## config.mk

```make
export PLATFORM = sky130hd
export DESIGN_NAME = sprite_line_engine_flat
export DESIGN_NICKNAME = d
export VERILOG_FILES = /design/src/rtl/sprite_line_engine_if.sv /design/src/rtl/sprite_line_engine.sv /design/src/flat_wrapper.sv
export SDC_FILE = /design/constraint.sdc
export NUM_CORES = 1
export LEC_CHECK = 0
export BUFFER_PORTS_ARGS = -buffer_cell sky130_fd_sc_hd__buf_2
export CORE_MARGIN = 5
export CORE_UTILIZATION = 45
export CTS_CLUSTER_DIAMETER = 40
export DETAILED_ROUTE_END_ITERATION = 12
export PLACE_DENSITY = 0.72
export SYNTH_ARGS = -nofsm -noshare
export SYNTH_HDL_FRONTEND = slang
export SYNTH_SLANG_ARGS = --single-unit
```

## constraint.sdc

```tcl
create_clock -name clock -period 8.1 [get_ports clock]
set_input_delay 1.215 -clock clock [delete_from_list [all_inputs] [get_ports clock]]
set_output_delay 1.215 -clock clock [all_outputs]
set_load 0.02 [all_outputs]
```

## src/rtl/sprite_line_engine_if.sv

```systemverilog
// Host/ROM/line-buffer bundle for the sprite line engine.
// slave = engine side, master = controller/memory side.
interface sprite_line_engine_if;
  logic        line_start;
  logic [9:0]  next_row;
  logic        attr_we;
  logic [2:0]  attr_idx;
  logic [25:0] attr_data;
  logic [5:0]  rom_sprite;
  logic [2:0]  rom_row;
  logic [2:0]  rom_col;
  logic [1:0]  rom_pixel;
  logic        lb_write;
  logic [9:0]  lb_addr;
  logic [1:0]  lb_data;
  logic        busy;
  logic        done;
  logic [3:0]  hit_count;

  modport slave (
    input  line_start, next_row, attr_we, attr_idx, attr_data, rom_pixel,
    output rom_sprite, rom_row, rom_col, lb_write, lb_addr, lb_data, busy, done, hit_count
  );
  modport master (
    output line_start, next_row, attr_we, attr_idx, attr_data, rom_pixel,
    input  rom_sprite, rom_row, rom_col, lb_write, lb_addr, lb_data, busy, done, hit_count
  );
endinterface

```

## src/rtl/sprite_line_engine.sv

```systemverilog
// Builds one raster line: clears a line-buffer bank, then paints every sprite
// hitting the row from slot 7 down to 0 so lower slots end up on top.
module sprite_line_engine #(
  parameter int NUM_SPRITES = 8,
  parameter int LB_WIDTH    = 512
) (
  input logic           clock,
  input logic           reset,
  sprite_line_engine_if.slave bus
);
  localparam logic [2:0] LAST_SLOT = 3'(NUM_SPRITES - 1);
  localparam logic [8:0] LAST_X    = 9'(LB_WIDTH - 1);

  typedef enum logic [2:0] {IDLE, CLEAR, EVAL, DRAW, DONE} state_t;

  state_t      state_q, state_d;
  logic [8:0]  clr_x_q, clr_x_d;
  logic [2:0]  slot_q, slot_d;
  logic [4:0]  dx_q, dx_d;
  logic [9:0]  row_q, row_d;
  logic        bank_q, bank_d;
  logic [5:0]  cur_num_q, cur_num_d;
  logic [2:0]  cur_row_q, cur_row_d;
  logic [9:0]  cur_x_q, cur_x_d;
  logic        wr_vld_q, wr_vld_d;
  logic [8:0]  wr_x_q, wr_x_d;
  logic [3:0]  hits_q, hits_d;
  logic [3:0]  hit_count_q, hit_count_d;
  logic [25:0] attr_q [NUM_SPRITES];
  logic [25:0] attr_d [NUM_SPRITES];

  logic [25:0] ev_attr;
  logic [9:0]  ev_dy;
  logic        ev_hit;

  always_comb begin
    ev_attr = attr_q[slot_q];
    ev_dy   = row_q - ev_attr[19:10];
    ev_hit  = (ev_attr[25:20] != 6'd0) && (ev_dy < 10'd16);
  end

  always_comb begin
    state_d     = state_q;
    clr_x_d     = clr_x_q;
    slot_d      = slot_q;
    dx_d        = dx_q;
    row_d       = row_q;
    bank_d      = bank_q;
    cur_num_d   = cur_num_q;
    cur_row_d   = cur_row_q;
    cur_x_d     = cur_x_q;
    wr_vld_d    = 1'b0;
    wr_x_d      = wr_x_q;
    hits_d      = hits_q;
    hit_count_d = hit_count_q;
    attr_d      = attr_q;
    bus.rom_sprite = 6'd0;
    bus.rom_row    = 3'd0;
    bus.rom_col    = 3'd0;
    bus.lb_write   = 1'b0;
    bus.lb_addr    = 10'd0;
    bus.lb_data    = 2'd0;

    if (bus.attr_we) attr_d[bus.attr_idx] = bus.attr_data;

    // A DRAW write lands one cycle after its issue, when the ROM data arrives.
    if (wr_vld_q) begin
      bus.lb_addr  = {bank_q, wr_x_q};
      bus.lb_data  = bus.rom_pixel;
      bus.lb_write = (bus.rom_pixel != 2'd0);
    end

    unique case (state_q)
      IDLE: begin
        if (bus.line_start) begin
          row_d   = bus.next_row;
          bank_d  = bus.next_row[0];
          clr_x_d = 9'd0;
          state_d = CLEAR;
        end
      end
      CLEAR: begin
        bus.lb_write = 1'b1;
        bus.lb_addr  = {bank_q, clr_x_q};
        if (clr_x_q == LAST_X) begin
          slot_d  = LAST_SLOT;
          hits_d  = 4'd0;
          state_d = EVAL;
        end else begin
          clr_x_d = clr_x_q + 9'd1;
        end
      end
      EVAL: begin
        if (ev_hit) begin
          cur_num_d = ev_attr[25:20];
          cur_row_d = ev_dy[3:1];
          cur_x_d   = ev_attr[9:0];
          dx_d      = 5'd0;
          hits_d    = hits_q + 4'd1;
          state_d   = DRAW;
        end else if (slot_q == 3'd0) begin
          hit_count_d = hits_q;
          state_d     = DONE;
        end else begin
          slot_d = slot_q - 3'd1;
        end
      end
      DRAW: begin
        if (!dx_q[4]) begin
          bus.rom_sprite = cur_num_q;
          bus.rom_row    = cur_row_q;
          bus.rom_col    = dx_q[3:1];
          wr_vld_d       = 1'b1;
          wr_x_d         = 9'(cur_x_q + {6'd0, dx_q[3:0]});
          dx_d           = dx_q + 5'd1;
        end else if (slot_q == 3'd0) begin
          hit_count_d = hits_q;
          state_d     = DONE;
        end else begin
          slot_d  = slot_q - 3'd1;
          state_d = EVAL;
        end
      end
      DONE: state_d = IDLE;
      default: state_d = IDLE;
    endcase
  end

  assign bus.busy      = (state_q == CLEAR) || (state_q == EVAL) || (state_q == DRAW);
  assign bus.done      = (state_q == DONE);
  assign bus.hit_count = hit_count_q;

  always_ff @(posedge clock) begin
    if (!reset) begin
      state_q     <= IDLE;
      clr_x_q     <= 9'd0;
      slot_q      <= 3'd0;
      dx_q        <= 5'd0;
      row_q       <= 10'd0;
      bank_q      <= 1'b0;
      cur_num_q   <= 6'd0;
      cur_row_q   <= 3'd0;
      cur_x_q     <= 10'd0;
      wr_vld_q    <= 1'b0;
      wr_x_q      <= 9'd0;
      hits_q      <= 4'd0;
      hit_count_q <= 4'd0;
      attr_q      <= '{default: '0};
    end else begin
      state_q     <= state_d;
      clr_x_q     <= clr_x_d;
      slot_q      <= slot_d;
      dx_q        <= dx_d;
      row_q       <= row_d;
      bank_q      <= bank_d;
      cur_num_q   <= cur_num_d;
      cur_row_q   <= cur_row_d;
      cur_x_q     <= cur_x_d;
      wr_vld_q    <= wr_vld_d;
      wr_x_q      <= wr_x_d;
      hits_q      <= hits_d;
      hit_count_q <= hit_count_d;
      attr_q      <= attr_d;
    end
  end
endmodule

```

## src/flat_wrapper.sv

```systemverilog
// flat-port wrapper written by rule: the top's interface ports become plain ports
module sprite_line_engine_flat 
#(
  parameter int NUM_SPRITES = 8,
  parameter int LB_WIDTH    = 512
)
  (clock, reset, bus_line_start, bus_next_row, bus_attr_we, bus_attr_idx, bus_attr_data, bus_rom_pixel, bus_rom_sprite, bus_rom_row, bus_rom_col, bus_lb_write, bus_lb_addr, bus_lb_data, bus_busy, bus_done, bus_hit_count);
  sprite_line_engine_if bus_i ();
  input logic clock;
  input logic reset;
  input wire logic [$bits(bus_i.line_start)-1:0] bus_line_start;
  input wire logic [$bits(bus_i.next_row)-1:0] bus_next_row;
  input wire logic [$bits(bus_i.attr_we)-1:0] bus_attr_we;
  input wire logic [$bits(bus_i.attr_idx)-1:0] bus_attr_idx;
  input wire logic [$bits(bus_i.attr_data)-1:0] bus_attr_data;
  input wire logic [$bits(bus_i.rom_pixel)-1:0] bus_rom_pixel;
  output wire logic [$bits(bus_i.rom_sprite)-1:0] bus_rom_sprite;
  output wire logic [$bits(bus_i.rom_row)-1:0] bus_rom_row;
  output wire logic [$bits(bus_i.rom_col)-1:0] bus_rom_col;
  output wire logic [$bits(bus_i.lb_write)-1:0] bus_lb_write;
  output wire logic [$bits(bus_i.lb_addr)-1:0] bus_lb_addr;
  output wire logic [$bits(bus_i.lb_data)-1:0] bus_lb_data;
  output wire logic [$bits(bus_i.busy)-1:0] bus_busy;
  output wire logic [$bits(bus_i.done)-1:0] bus_done;
  output wire logic [$bits(bus_i.hit_count)-1:0] bus_hit_count;
  assign bus_i.line_start = bus_line_start;
  assign bus_i.next_row = bus_next_row;
  assign bus_i.attr_we = bus_attr_we;
  assign bus_i.attr_idx = bus_attr_idx;
  assign bus_i.attr_data = bus_attr_data;
  assign bus_i.rom_pixel = bus_rom_pixel;
  assign bus_rom_sprite = bus_i.rom_sprite;
  assign bus_rom_row = bus_i.rom_row;
  assign bus_rom_col = bus_i.rom_col;
  assign bus_lb_write = bus_i.lb_write;
  assign bus_lb_addr = bus_i.lb_addr;
  assign bus_lb_data = bus_i.lb_data;
  assign bus_busy = bus_i.busy;
  assign bus_done = bus_i.done;
  assign bus_hit_count = bus_i.hit_count;
  sprite_line_engine #(.NUM_SPRITES(NUM_SPRITES), .LB_WIDTH(LB_WIDTH)) u_core (.clock(clock), .reset(reset), .bus(bus_i));
endmodule
```

; ---- After elaboration in Yosys (flattened, before gate mapping)
; Cells that the tools add are included.
[op_classes]
addsub = 6
order_cmp = 4
eq_ne = 13
muxes = 43
bitwise_logic = 3
reduce_logical = 23
[ops]
columns = operator, n
row1 = 208-bit bitwise mux, 1
row2 = 26-bit binary-select mux with 3-bit select, 1
row3 = 26-bit demux with 3-bit select, 1
row4 = 26-bit two-way mux, 3
row5 = 3-bit two-way mux, 14
row6 = 10-bit two-way mux, 2
row7 = 4-bit two-way mux, 5
row8 = 9-bit two-way mux, 2
row9 = 9-bit one-hot mux with 2 select lines, 1
row10 = 4-bit one-hot mux with 2 select lines, 2
row11 = 6-bit two-way mux, 2
row12 = 3-bit one-hot mux with 4 select lines, 1
row13 = 3-bit AND reduction, 4
row14 = "10-bit by 5-bit < comparator with 1-bit output, second input constant", 1
row15 = 5-bit two-way mux, 2
row16 = 5-bit one-hot mux with 2 select lines, 1
row17 = 2-bit AND reduction, 5
row18 = 10-bit subtractor, 1
row19 = "9-bit by 1-bit adder with 9-bit output, second input constant", 1
row20 = 9-bit by 4-bit adder with 9-bit output, 1
row21 = "9-bit equality test, second input constant", 1
row22 = 3-bit one-hot mux with 3 select lines, 1
row23 = "4-bit >= comparator, second input constant", 2
row24 = "2-bit != test, second input constant", 4
row25 = 20 further kinds, 33
[word_totals]
regBits = 275
input_bits = 45

; ---- Depth between registers and ports, before layout
; Gate-level depths: netlist of the first run.
[logic_depth]
ltp_word = 9
mapped_depth = 18
mapped_depth_nobuf = 12

; ---- Worst setup path before layout of the first run
; Ideal clock, no wire load.
[synth_timing]
path_type = register -> register
from = reg u_core.slot_q[0]
to = reg u_core.hits_q[0]
t_arrival_ps = 4706
required_ps = 8012
setup_slack_ps = 3306
path_stages_with_launch = 18
cell_sequence = dfxtp_1 -> buf_6 -> buf_6 -> buf_2 -> buf_1 -> buf_2 -> mux4_2 -> mux2i_1 -> ha_1 -> a21oi_1 -> o21ai_0 -> a31o_2 -> or3_4 -> a2111oi_4 -> nand4_4 -> buf_6 -> nor2b_4 -> a311oi_2
[synth_between]
elab_chain_len = 9
[synth_rtl]
columns = item, line_no
row1 = from (decl), sprite_line_engine.sv:18  ; logic [2:0] slot_q, slot_d;
row2 = from (signal assigned), sprite_line_engine.sv:152  ; slot_q <= slot_d;
row3 = 3-bit inverter with 4-bit output (implied by the code) (*), sprite_line_engine.sv:37  ; ev_attr = attr_q[slot_q];
row4 = 26-bit binary-select mux with 3-bit select (*), sprite_line_engine.sv:37
row5 = 26-bit two-way mux (implied by the code) (*) (2 in a row), sprite_line_engine.sv:37
row6 = 10-bit subtractor, sprite_line_engine.sv:38  ; ev_dy = row_q - ev_attr[19:10];
row7 = 10-bit by 5-bit < comparator with 1-bit output, sprite_line_engine.sv:39  ; ev_hit = (ev_attr[25:20] != 6'd0) && (ev_dy < 10'd16);
row8 = 1-bit logical AND (*), sprite_line_engine.sv:39
row9 = 2-bit by 1-bit != test with 1-bit output (no line) (*), -
row10 = 3-bit AND reduction (no line) (*), -
row11 = to (signal assigned), sprite_line_engine.sv:161  ; hits_q <= hits_d;
row12 = to (decl), sprite_line_engine.sv:27  ; logic [3:0] hits_q, hits_d;
; Every way passes the cells marked *; elsewhere a longest branch is shown, timed or not. The select of a mux whose other input is x is not followed.
; A chain may end at the register's enable or synchronous reset.

; ---- Final worst setup path of the first run
[layout_timing]
from = reg u_core.slot_q[0]
to = reg u_core.slot_q[0]
[layout_between]
elab_chain_len = 9
[layout_rtl]
columns = item, line_no
row1 = 3-bit inverter with 4-bit output (implied by the code), sprite_line_engine.sv:37
row2 = 26-bit binary-select mux with 3-bit select, sprite_line_engine.sv:37
row3 = 26-bit two-way mux (implied by the code) (2 in a row), sprite_line_engine.sv:37
row4 = 10-bit subtractor, sprite_line_engine.sv:38
row5 = 10-bit by 5-bit < comparator with 1-bit output, sprite_line_engine.sv:39
row6 = 1-bit logical AND, sprite_line_engine.sv:39
row7 = 2-bit != test (no line), -
row8 = 4-bit AND reduction (no line), -
; Parallel ways exist; a longest one is shown, timed or not. The select of a mux whose other input is x is not followed.

==> impl_metrics.csv, run 1 <==
group,metric,value,unit
run_status,outcome,"finished, final reports clean",
grt,grt_pass1_wl,51.9,mm
clock_tree,postCtsSetupBuffers,0,
synth,netlist_top_cells_count,"nand2_1, dfxtp_1, a21oi_1",
cells_and_area,finalCoreUtilization,52.0,%
sta,rsz0062_at_grt,"no",
synth,syn_area,12200,um^2
clock_tree,ctsResizeCount,0,
critical_path,critical_path_class,"register to register",
synth,synth_cell_type_count,60,
clock_tree,cts_buffer_depth,3,
sta,fin_crit,4910,ps
clock_tree,path_clk_slew,50,ps
synth,seq_area_frac_synth,43.6,%
pwr,powerDensity,255,nW/um^2
floorplanning,coreArea,26800,um^2
floorplanning,start_util,45.5,%
routing,wl,32.2,mm
synth,synth_ff_type,"dfxtp_1",
critical_path,endpoint_kind,"register",
placed_design,dpl.cell_count,1787,
synth,syn_inst,1470,
synth,yosys.area.top_type,"dfxtp_1",
pwr,ir_worst_vdd,138,uV
sta,slew_headroom,30.7,%
grt,grt-ovfl-total,0,
critical_path,cpPeakStageDelay,690,ps
critical_path,critPathBufInv,1,
clock_tree,cts_root_buf,"clkbuf_16",
critical_path,timing.reg2reg.setup_slack,3190,ps
routing,met1_length,13.7,mm
placed_design,place_congestion,0.835,
sta,timing.setup.tns,0,ps
floorplanning,rows,60,
synth,syn_avg_cell_area,8.30,um^2
placed_design,port_buffers,74,
clock_tree,clk_latency,520,ps
routing,vias,10300,
worst_hold_path,hp-class,"register to register",
clock_tree,cts.hold.buffers_added,0,
critical_path,crit_chain,"buf_4, mux2i_1, a31oi_1, nand2_1, fa_1, a21o_1, a21oi_1, mux2_2, a211o_1, a2111oi_4, nand4_4, and3_1, a311oi_1",
clock_tree,cts_inserted_buffers,38,
synth,ys_ff_latch,266,
routing,met3_length,2.25,mm
cells_and_area,layout-drive-gt1-share,15.9,%
routing,wl_per_cell,17.4,um
routing,drtIter0Drc,784,
floorplanning,ioPinCount,76,
sta,fmax,0.203,GHz
sta,setup-violations-final,0,
clock_tree,cts_tree,"done",
placed_design,dp_hpwl,19.7,mm
floorplanning,die_w,175,um
synth,syn_nets,1535,
synth,async_flop_share,0,%
sta,timing.final.crit_share,60.7,%
pwr,p_leak,5.16,nW
floorplanning,dieArea,30500,um^2
cells_and_area,filler_cell_count,2479,
sta,hold_viol,0,
routing,firstDrtPassIters,5,
clock_tree,cts_sinks,266,
grt,grt_usage,20.5,%
grt,grt_max_degree,114,
sta,fin_skew,27.9,ps
routing,drt.antenna.violating_nets,0,
routing,met2_length,15.6,mm
synth,synth_top_cell_area_share,43.6,%
critical_path,path_delay_family,"compound AO/OA/AOI/OAI gates",
flow_run,maxCapViolCount,0,
grt,grt_pass1_vias,10100,
synth,synth_edf_count,0,
sta,slew_violations,0,
critical_path,cp.required,8500,ps
synth,yosysWarnings,0,
critical_path,critPathArrivalTime,5320,ps
critical_path,crit_slowest_cell,"dfxtp_4",
clock_tree,htreeDepth,2,
sta,max_slew.worst_pin.slew,1030,ps
floorplanning,dieHeight,175,um
routing,vias_per_cell,5.58,
routing,highest-signal-layer,"met5",
critical_path,cp-start-kind,"register",
cells_and_area,finalNetCount,1551,
cells_and_area,syn2layout_area_growth,14.3,%
grt,antenna_found_initial,4,
synth,yosysMostFrequentCell,"nand2_1",
synth,synth.area.top_cells,"dfxtp_1, nand2_1, a21oi_1",
cells_and_area,fin_cells,1856,
critical_path,path_max_fanout,34,
routing,drc,0,
[final timing paths]
path                                   startpoint                end  cells after the start
worst max register to register   u_core.slot_q[0]   u_core.slot_q[0]                     13
worst min register to register  u_core.attr_q[11]  u_core.attr_q[11]                      2
worst max-delay path             u_core.slot_q[0]   u_core.slot_q[0]                     13
worst min-delay path            u_core.attr_q[11]  u_core.attr_q[11]                      2
[cells by family (layout without fill, tap and decap cells)]
group,after synthesis,in the layout,synth area share [%]
flops,266,266,43.6
compound gates,298,298,13.6
simple gates,642,642,21.8
fa+ha+maj,20,20,2.17
other cells,0,2,0
mux,99,99,13.1
buf+inv,131,174,4.60
xor+xnor,14,14,1.00
[cells in the final DEF (no fill, tap or decap), types with 18 or more instances in the layout]
| master | Yosys | layout |
|---|---|---|
| nor2_1 | 59 | 53 |
| clkbuf_16 | 0 | 39 |
| buf_2 | 4 | 74 |
| nand2_1 | 485 | 485 |
| a21oi_1 | 230 | 230 |
| mux4_2 | 46 | 46 |
| mux2i_1 | 39 | 39 |
| dfxtp_1 | 266 | 263 |
| ha_1 | 18 | 18 |
| nand3_1 | 25 | 25 |
| buf_4 | 3 | 22 |
| o21ai_0 | 18 | 18 |
[registers in the layout, summed over array words and instances, names as in the netlist, 4 cells and up]
register / cells
u_core.attr_q: 200
u_core.row_q: 10
u_core.bus.hit_count: 4
u_core.dx_q: 5
u_core.cur_num_q: 6
u_core.hits_q: 4
u_core.cur_x_q: 9
u_core.wr_x_q: 9
u_core.clr_x_q: 9
[power breakdown]
group	switching, mW	internal (mW)	total, mW
logic	0.306	0.202	0.508
clock network	0.614	1.02	1.63
registers	0.0636	1.35	1.41
total	0.983	2.57	3.55
[layer usage]
metal / GRT usage [%] / vias up
met5: 0 / -
met4: 6.02 / 4
met3: 4.69 / 71
met2: 35.2 / 318
met1: 26.0 / 4935
li1: - / 5020
[cell type report]
class | count | area [um^2] | area share (%)
Inverter | 11 | 46.3 | 0.332
Sequential cell | 266 | 5330 | 38.2
Clock buffer | 47 | 1040 | 7.43
Timing Repair Buffer | 96 | 536 | 3.84
Antenna cell | 2 | 5.00 | 0.0359
Clock inverter | 20 | 225 | 1.61
Tap cell | 341 | 427 | 3.06
Multi-Input combinational cell | 1073 | 6340 | 45.5
[through the flow]
step | total power, mW | hold WS, ps | area, um^2 | setup slack (ps)
final | 3.55 | 450 | 13900 | 3190
after global routing | 3.69 | 468 | 13900 | 2710
after CTS | 3.57 | 453 | 13900 | 3120
after detailed placement | 1.95 | 446 | 12700 | 3140
after global placement | 1.94 | 437 | 12700 | 3160
after floorplan | 1.83 | 432 | 12200 | 3310
[worst reg2reg max path: stages (launching register included)]
cell       delay, ps
dfxtp_4          690
buf_4            550
mux2i_1          150
a31oi_1          290
nand2_1          140
fa_1             440
a21o_1           200
a21oi_1          140
mux2_2           340
a211o_1          290
a2111oi_4        300
nand4_4          580
and3_1           440
a311oi_1         260
No activity file was read; power rests on OpenSTA's default activity.
==> run 2, diff against run 1 <==
--- a/config.mk
+++ b/config.mk
@@ -10,7 +10,7 @@
 export CORE_UTILIZATION = 45
 export CTS_CLUSTER_DIAMETER = 40
 export DETAILED_ROUTE_END_ITERATION = 12
-export PLACE_DENSITY = 0.72
+export PLACE_DENSITY = 0.74
 export SYNTH_ARGS = -nofsm -noshare
 export SYNTH_HDL_FRONTEND = slang
 export SYNTH_SLANG_ARGS = --single-unit
==> constraint.sdc (replaced) <==
create_clock -name clock -period 4.1 [get_ports clock]
set_input_delay 0.615 -clock clock [delete_from_list [all_inputs] [get_ports clock]]
set_output_delay 0.615 -clock clock [all_outputs]
set_load 0.02 [all_outputs]
==> run 2 against run 1 <==
  * Final cell count is 0.86% higher
  * Clock power is 83% higher
  * Non-clock buffer count is 24 higher
  * Count of clock-buffer cells in the layout is 2 lower
  * Design area is 0.90% higher
  * Power is 94% higher
  * Sequential power is 96% higher
  * Sequential cell count stayed put
  * Worst hold slack worse by 94 ps
  * Highest routed layer unchanged
==> impl_metrics.csv, run 2 (synthesis results as in run 1) <==
group,metric,value,unit
critical_path,path_max_fanout,11,
critical_path,critPathArrivalTime,4380,ps
sta,max_slew.worst_pin.slew,891,ps
floorplanning,coreArea,26800,um^2
routing,vias,10400,
grt,grt_usage,20.9,%
cells_and_area,multi_input_comb_area,6360,um^2
clock_tree,clk_latency,510,ps
placed_design,place_congestion,0.860,
cells_and_area,seq_area,5330,um^2
floorplanning,rows,60,
grt,grt_max_degree,118,
cells_and_area,layout-drive-gt1-share,17.2,%
placed_design,port_buffers,74,
flow_run,maxCapViolCount,0,
run_status,outcome,"finished, final reports clean",
critical_path,cp.required,4520,ps
critical_path,cp-start-kind,"register",
pwr,p_leak,5.23,nW
sta,setup-violations-final,0,
floorplanning,ioPinCount,76,
sta,timing.final.crit_share,96.6,%
cells_and_area,finalCoreUtilization,52.5,%
sta,fmax,0.252,GHz
sta,fin_crit,3960,ps
grt,grt_pass1_wl,52.2,mm
sta,slew_violations,0,
cells_and_area,final_cell_mix,"nand2_1, dfxtp_1, a21oi_1, buf_2, nor2_1",
critical_path,endpoint_kind,"register",
cells_and_area,final_common_cell,"nand2_1",
pwr,powerDensity,490,nW/um^2
cells_and_area,filler_cell_count,2390,
floorplanning,dieArea,30500,um^2
pwr,ir_worst_vdd,259,uV
cells_and_area,top_register,"u_core.attr_q",
routing,wl,32.8,mm
placed_design,dp_hpwl,20.0,mm
grt,use_met2,36.7,%
grt,met3_usage,4.37,%
clock_tree,cts_tree,"done",
sta,fin_skew,19.5,ps
clock_tree,cts_inserted_buffers,34,
clock_tree,htreeDepth,2,
routing,drtIter0Drc,927,
clock_tree,cts_root_buf,"clkbuf_16",
clock_tree,cts_sinks,266,
cells_and_area,largest_reg_flops,200,
sta,timing.setup.tns,0,ps
clock_tree,cts.hold.buffers_added,0,
sta,rsz0062_at_grt,"no",
routing,drt.antenna.violating_nets,0,
clock_tree,cts_buffer_depth,3,
grt,grt-busiest-layer,"met2",
floorplanning,die_w,175,um
floorplanning,dieHeight,175,um
cells_and_area,finalNetCount,1571,
cells_and_area,reg.largest.list,"u_core.attr_q (200), u_core.row_q (10)",
sta,whs,356,ps
grt,use_met1,26.1,%
critical_path,critical_path_class,"register to register",
sta,slew_headroom,40.6,%
routing,wl_per_cell,17.5,um
grt,antenna_found_initial,3,
routing,drc,0,
cells_and_area,syn2layout_area_growth,15.3,%
sta,hold_viol,0,
clock_tree,path_clk_slew,50,ps
grt,grt-ovfl-total,0,
grt,grt_pass1_vias,10100,
routing,vias_per_cell,5.58,
floorplanning,start_util,45.5,%
worst_hold_path,hp-class,"primary input to register",
routing,firstDrtPassIters,7,
==> run 2: cell types whose count changed in the layout (fill, tap and decap cells not counted), moves of 2 or more <==
cell       delta
mux2i_2       +2
clkbuf_16     -2
buf_4        +21
inv_6         -3
a21oi_1       -2
a21oi_2       +2
inv_8         -2
mux2i_1       -2
buf_12        +3
==> run 2: what timing repair did <==
item,4_1_cts,5_1_grt
buffers inserted,0,8
endpoints found under the setup margin,0,27
gates resized for setup,0,6
==> run 2: metal layers <==
metal	share of wire, %	vias to the layer above	wire (um)
met1	41	4983	13500
met5	0.085	-	28
li1	-	5060	-
met4	1.8	4	588
met3	7.4	47	2430
met2	50	345	16200
==> run 2: worst max-delay path, stage by stage, from the launching register on <==
cell and delay, ps:
dfxtp_4 460, buf_4 150, mux4_2 510, mux2i_1 310, ha_1 320, buf_4 150
a21oi_1 140, mux2_2 350, a211o_1 290, a2111oi_4 390, nand4_4 220, buf_4 230
nand3_2 150, mux2i_1 210
==> run 2: path summary, 6_finish.rpt <==
path / from / endpoint / slack, ps / cells after the start
worst max-delay path: u_core.slot_q[0] / u_core.bus.hit_count[0] / 140 / 13
worst min-delay path: bus_next_row[7] / u_core.row_q[7] / 360 / 3
worst max register to register: u_core.slot_q[0] / u_core.bus.hit_count[0] / 140 / 13
worst min register to register: u_core.attr_q[39] / u_core.attr_q[39] / 450 / 2
==> run 2: where the power goes <==
part / switching [mW] / total [mW] / internal (mW) / leakage [nW]
clock: 1.12 / 2.99 / 1.87 / 0.556
sequential: 0.103 / 2.77 / 2.67 / 2.15
combinational: 0.656 / 1.13 / 0.473 / 2.52
==> run 2: area by class of cell <==
cell class	instances	area share, %
repair buffers	120	5.35
clock buffers	45	6.94
flip-flops and latches	266	37.9
multi-input cells	1073	45.2
clock inverters	15	1.23
well taps	341	3.03
diodes	1	0.0178
inverters	11	0.329
==> run 2: stage by stage <==
step	worst slack, ps	instance area (um^2)	instances	power (mW)
after CTS	86.8	14000	1863	6.88
after global placement	166	12800	1803	3.88
after floorplan	3.51	12200	1470	3.64
final	139	14100	1872	6.89
after global routing	7.22	14100	1872	7.16
after detailed placement	104	12800	1803	3.90
==> run 3, diff against run 2 <==
--- a/config.mk
+++ b/config.mk
@@ -11,6 +11,8 @@
 export CTS_CLUSTER_DIAMETER = 40
 export DETAILED_ROUTE_END_ITERATION = 12
 export PLACE_DENSITY = 0.74
+export RECOVER_POWER = 100
 export SYNTH_ARGS = -nofsm -noshare
 export SYNTH_HDL_FRONTEND = slang
 export SYNTH_SLANG_ARGS = --single-unit
+export TNS_END_PERCENT = 1
==> run 3 against run 2 <==
  * Global-route usage stayed put
  * Die area stayed put
  * Critical path type unchanged
  * Register-to-register slack better by 30 ps
  * Highest routed layer unchanged
  * The run now ends with capacitance limit, slew limit left
==> impl_metrics.csv, run 3 (synthesis results as in run 1) <==
group,metric,value,unit
sta,setup-violations-final,0,
critical_path,timing.reg2reg.setup_slack,170,ps
placed_design,port_buffers,74,
worst_hold_path,min_from,"bus_next_row[7]",
placed_design,place_area,12800,um^2
cells_and_area,finalInstanceArea,14000,um^2
floorplanning,dieArea,30500,um^2
clock_tree,cts_tree,"done",
critical_path,path_max_fanout,11,
routing,highest-signal-layer,"met5",
floorplanning,rows,60,
placed_design,dp_hpwl,20.0,mm
placed_design,place_congestion,0.860,
cells_and_area,final_cell_mix,"nand2_1, dfxtp_1, a21oi_1, nor2_1, buf_2",
routing,vias,10500,
clock_tree,cts_inserted_buffers,34,
clock_tree,cts_buffer_depth,3,
cells_and_area,syn2layout_area_growth,14.8,%
run_status,violations,"capacitance limit, slew limit",
worst_hold_path,holdPathStages,3,
routing,drtIter0Drc,957,
routing,wl,32.9,mm
grt,grt_pass1_wl,52.2,mm
routing,met3_length,2.33,mm
pwr,p_leak,5.11,nW
clock_tree,path_clk_slew,50,ps
cells_and_area,finalCoreUtilization,52.3,%
critical_path,cp.required,4520,ps
sta,fin_skew,14.7,ps
grt,grt_usage,20.9,%
floorplanning,ioPinCount,76,
routing,drt.antenna.violating_nets,0,
placed_design,preCtsSetupSlack,104,ps
pwr,powerDensity,491,nW/um^2
sta,hold_viol,0,
routing,vias_per_cell,5.60,
sta,timing.final.crit_share,95.8,%
cells_and_area,finalNetCount,1571,
sta,rsz0062_at_grt,"no",
routing,drc,0,
critical_path,reg2reg_to,"u_core.bus.hit_count[0]",
sta,max_slew.worst_pin.slew,1880,ps
sta,slew_violations,136,
run_status,outcome,"finished with violations",
pwr,ir_worst_vdd,254,uV
critical_path,r2r_start,"u_core.slot_q[0]",
clock_tree,cts.hold.buffers_added,0,
sta,fmax,0.255,GHz
routing,firstDrtPassIters,5,
floorplanning,start_util,45.5,%
critical_path,r2r_cells,13,
pwr,finalPower,6.88,mW
sta,slew_headroom,-25.5,%
critical_path,endpoint_kind,"register",
flow_run,maxCapViolCount,2,
grt,antenna_found_initial,3,
grt,grt_max_degree,118,
routing,wl_per_cell,17.6,um
clock_tree,clk_latency,510,ps
cells_and_area,top_register,"u_core.attr_q",
floorplanning,dieHeight,175,um
sta,timing.setup.tns,0,ps
sta,fin_ws,171,ps
critical_path,critical_path_class,"register to register",
floorplanning,coreArea,26800,um^2
critical_path,cp-start-kind,"register",
grt,grt_pass1_vias,10100,
routing,met2_length,16.3,mm
cells_and_area,reg.largest.list,"u_core.attr_q (200), u_core.row_q (10)",
worst_hold_path,holdPathEnd,"u_core.row_q[7]",
clock_tree,htreeDepth,2,
floorplanning,die_w,175,um
sta,fin_crit,3930,ps
routing,met1_length,13.6,mm
grt,grt-ovfl-total,0,
clock_tree,cts_root_buf,"clkbuf_16",
critical_path,critPathArrivalTime,4350,ps
cells_and_area,layout-drive-gt1-share,15.5,%
cells_and_area,largest_reg_flops,200,
worst_hold_path,hp-class,"primary input to register",
clock_tree,cts_sinks,266,
cells_and_area,final_common_cell,"nand2_1",
-- run 3: changes by cell type in the layout (fill, tap and decap cells not counted), moves of 2 or more --
cell      change
buf_2        -23
clkbuf_1     +25
buf_12        -2
and2_0        +9
and2_1        -9
buf_4         -2
-- run 3: through the flow --
| stage | hold slack (ps) | instances |
|---|---|---|
| final | 356 | 1872 |
| after global routing | 358 | 1872 |
| after CTS | 345 | 1863 |
| after detailed placement | 443 | 1803 |
| after global placement | 438 | 1803 |
| after floorplan | 432 | 1470 |
-- run 3: how the worst max path moves through the flow --
stage | startpoint | to | slack, ps | cells after the start
2_1_floorplan | u_core.slot_q[1] | u_core.hits_q[0] | 4 | 17
3_3_place_gp | u_core.slot_q[0] | u_core.hits_q[0] | 170 | 12
5_1_grt | u_core.slot_q[0] | u_core.cur_x_q[1] | 6 | 14
3_5_place_dp | u_core.slot_q[0] | u_core.bus.hit_count[0] | 100 | 12
4_1_cts | u_core.slot_q[1] | u_core.bus.hit_count[0] | 90 | 12
6_report | u_core.slot_q[0] | u_core.bus.hit_count[0] | 170 | 13
-- run 3: routing by layer --
| layer | vias up | GRT usage (%) |
|---|---|---|
| li1 | 5069 | - |
| met1 | 5019 | 26.1 |
| met2 | 337 | 36.7 |
| met3 | 54 | 4.37 |
| met4 | 4 | 5.92 |
| met5 | - | 0 |
-- run 3: final cells by class --
cell class                      instances  area [um^2]
Timing Repair Buffer                  120          693
Inverter                               11         46.3
Sequential cell                       266         5330
Tap cell                              341          427
Multi-Input combinational cell       1073         6360
Antenna cell                            1         2.50
Clock inverter                         15          173
Fill cell                            2415        12800
Clock buffer                           45          976
-- run 3: what timing repair did --
action	4_1_cts	5_1_grt
endpoints found under the hold margin	0	0
setup endpoints to repair	0	27
resized for setup	0	6
buffers inserted	0	8
-- run 3: where the power goes --
group          switching, mW  internal (mW)  total (mW)
Sequential             0.101           2.67        2.77
Clock                   1.12           1.87        2.99
Combinational          0.657          0.468        1.13
-- run 3: worst max-delay path, stage by stage (launching register included) --
cell,delay (ps)
dfxtp_4,450
buf_12,130
mux4_2,510
mux2i_2,260
ha_1,330
a21o_1,170
a21oi_1,160
mux2_2,350
a211o_1,290
a2111oi_4,390
nand4_4,210
buf_4,220
nand3_2,150
mux2i_1,220
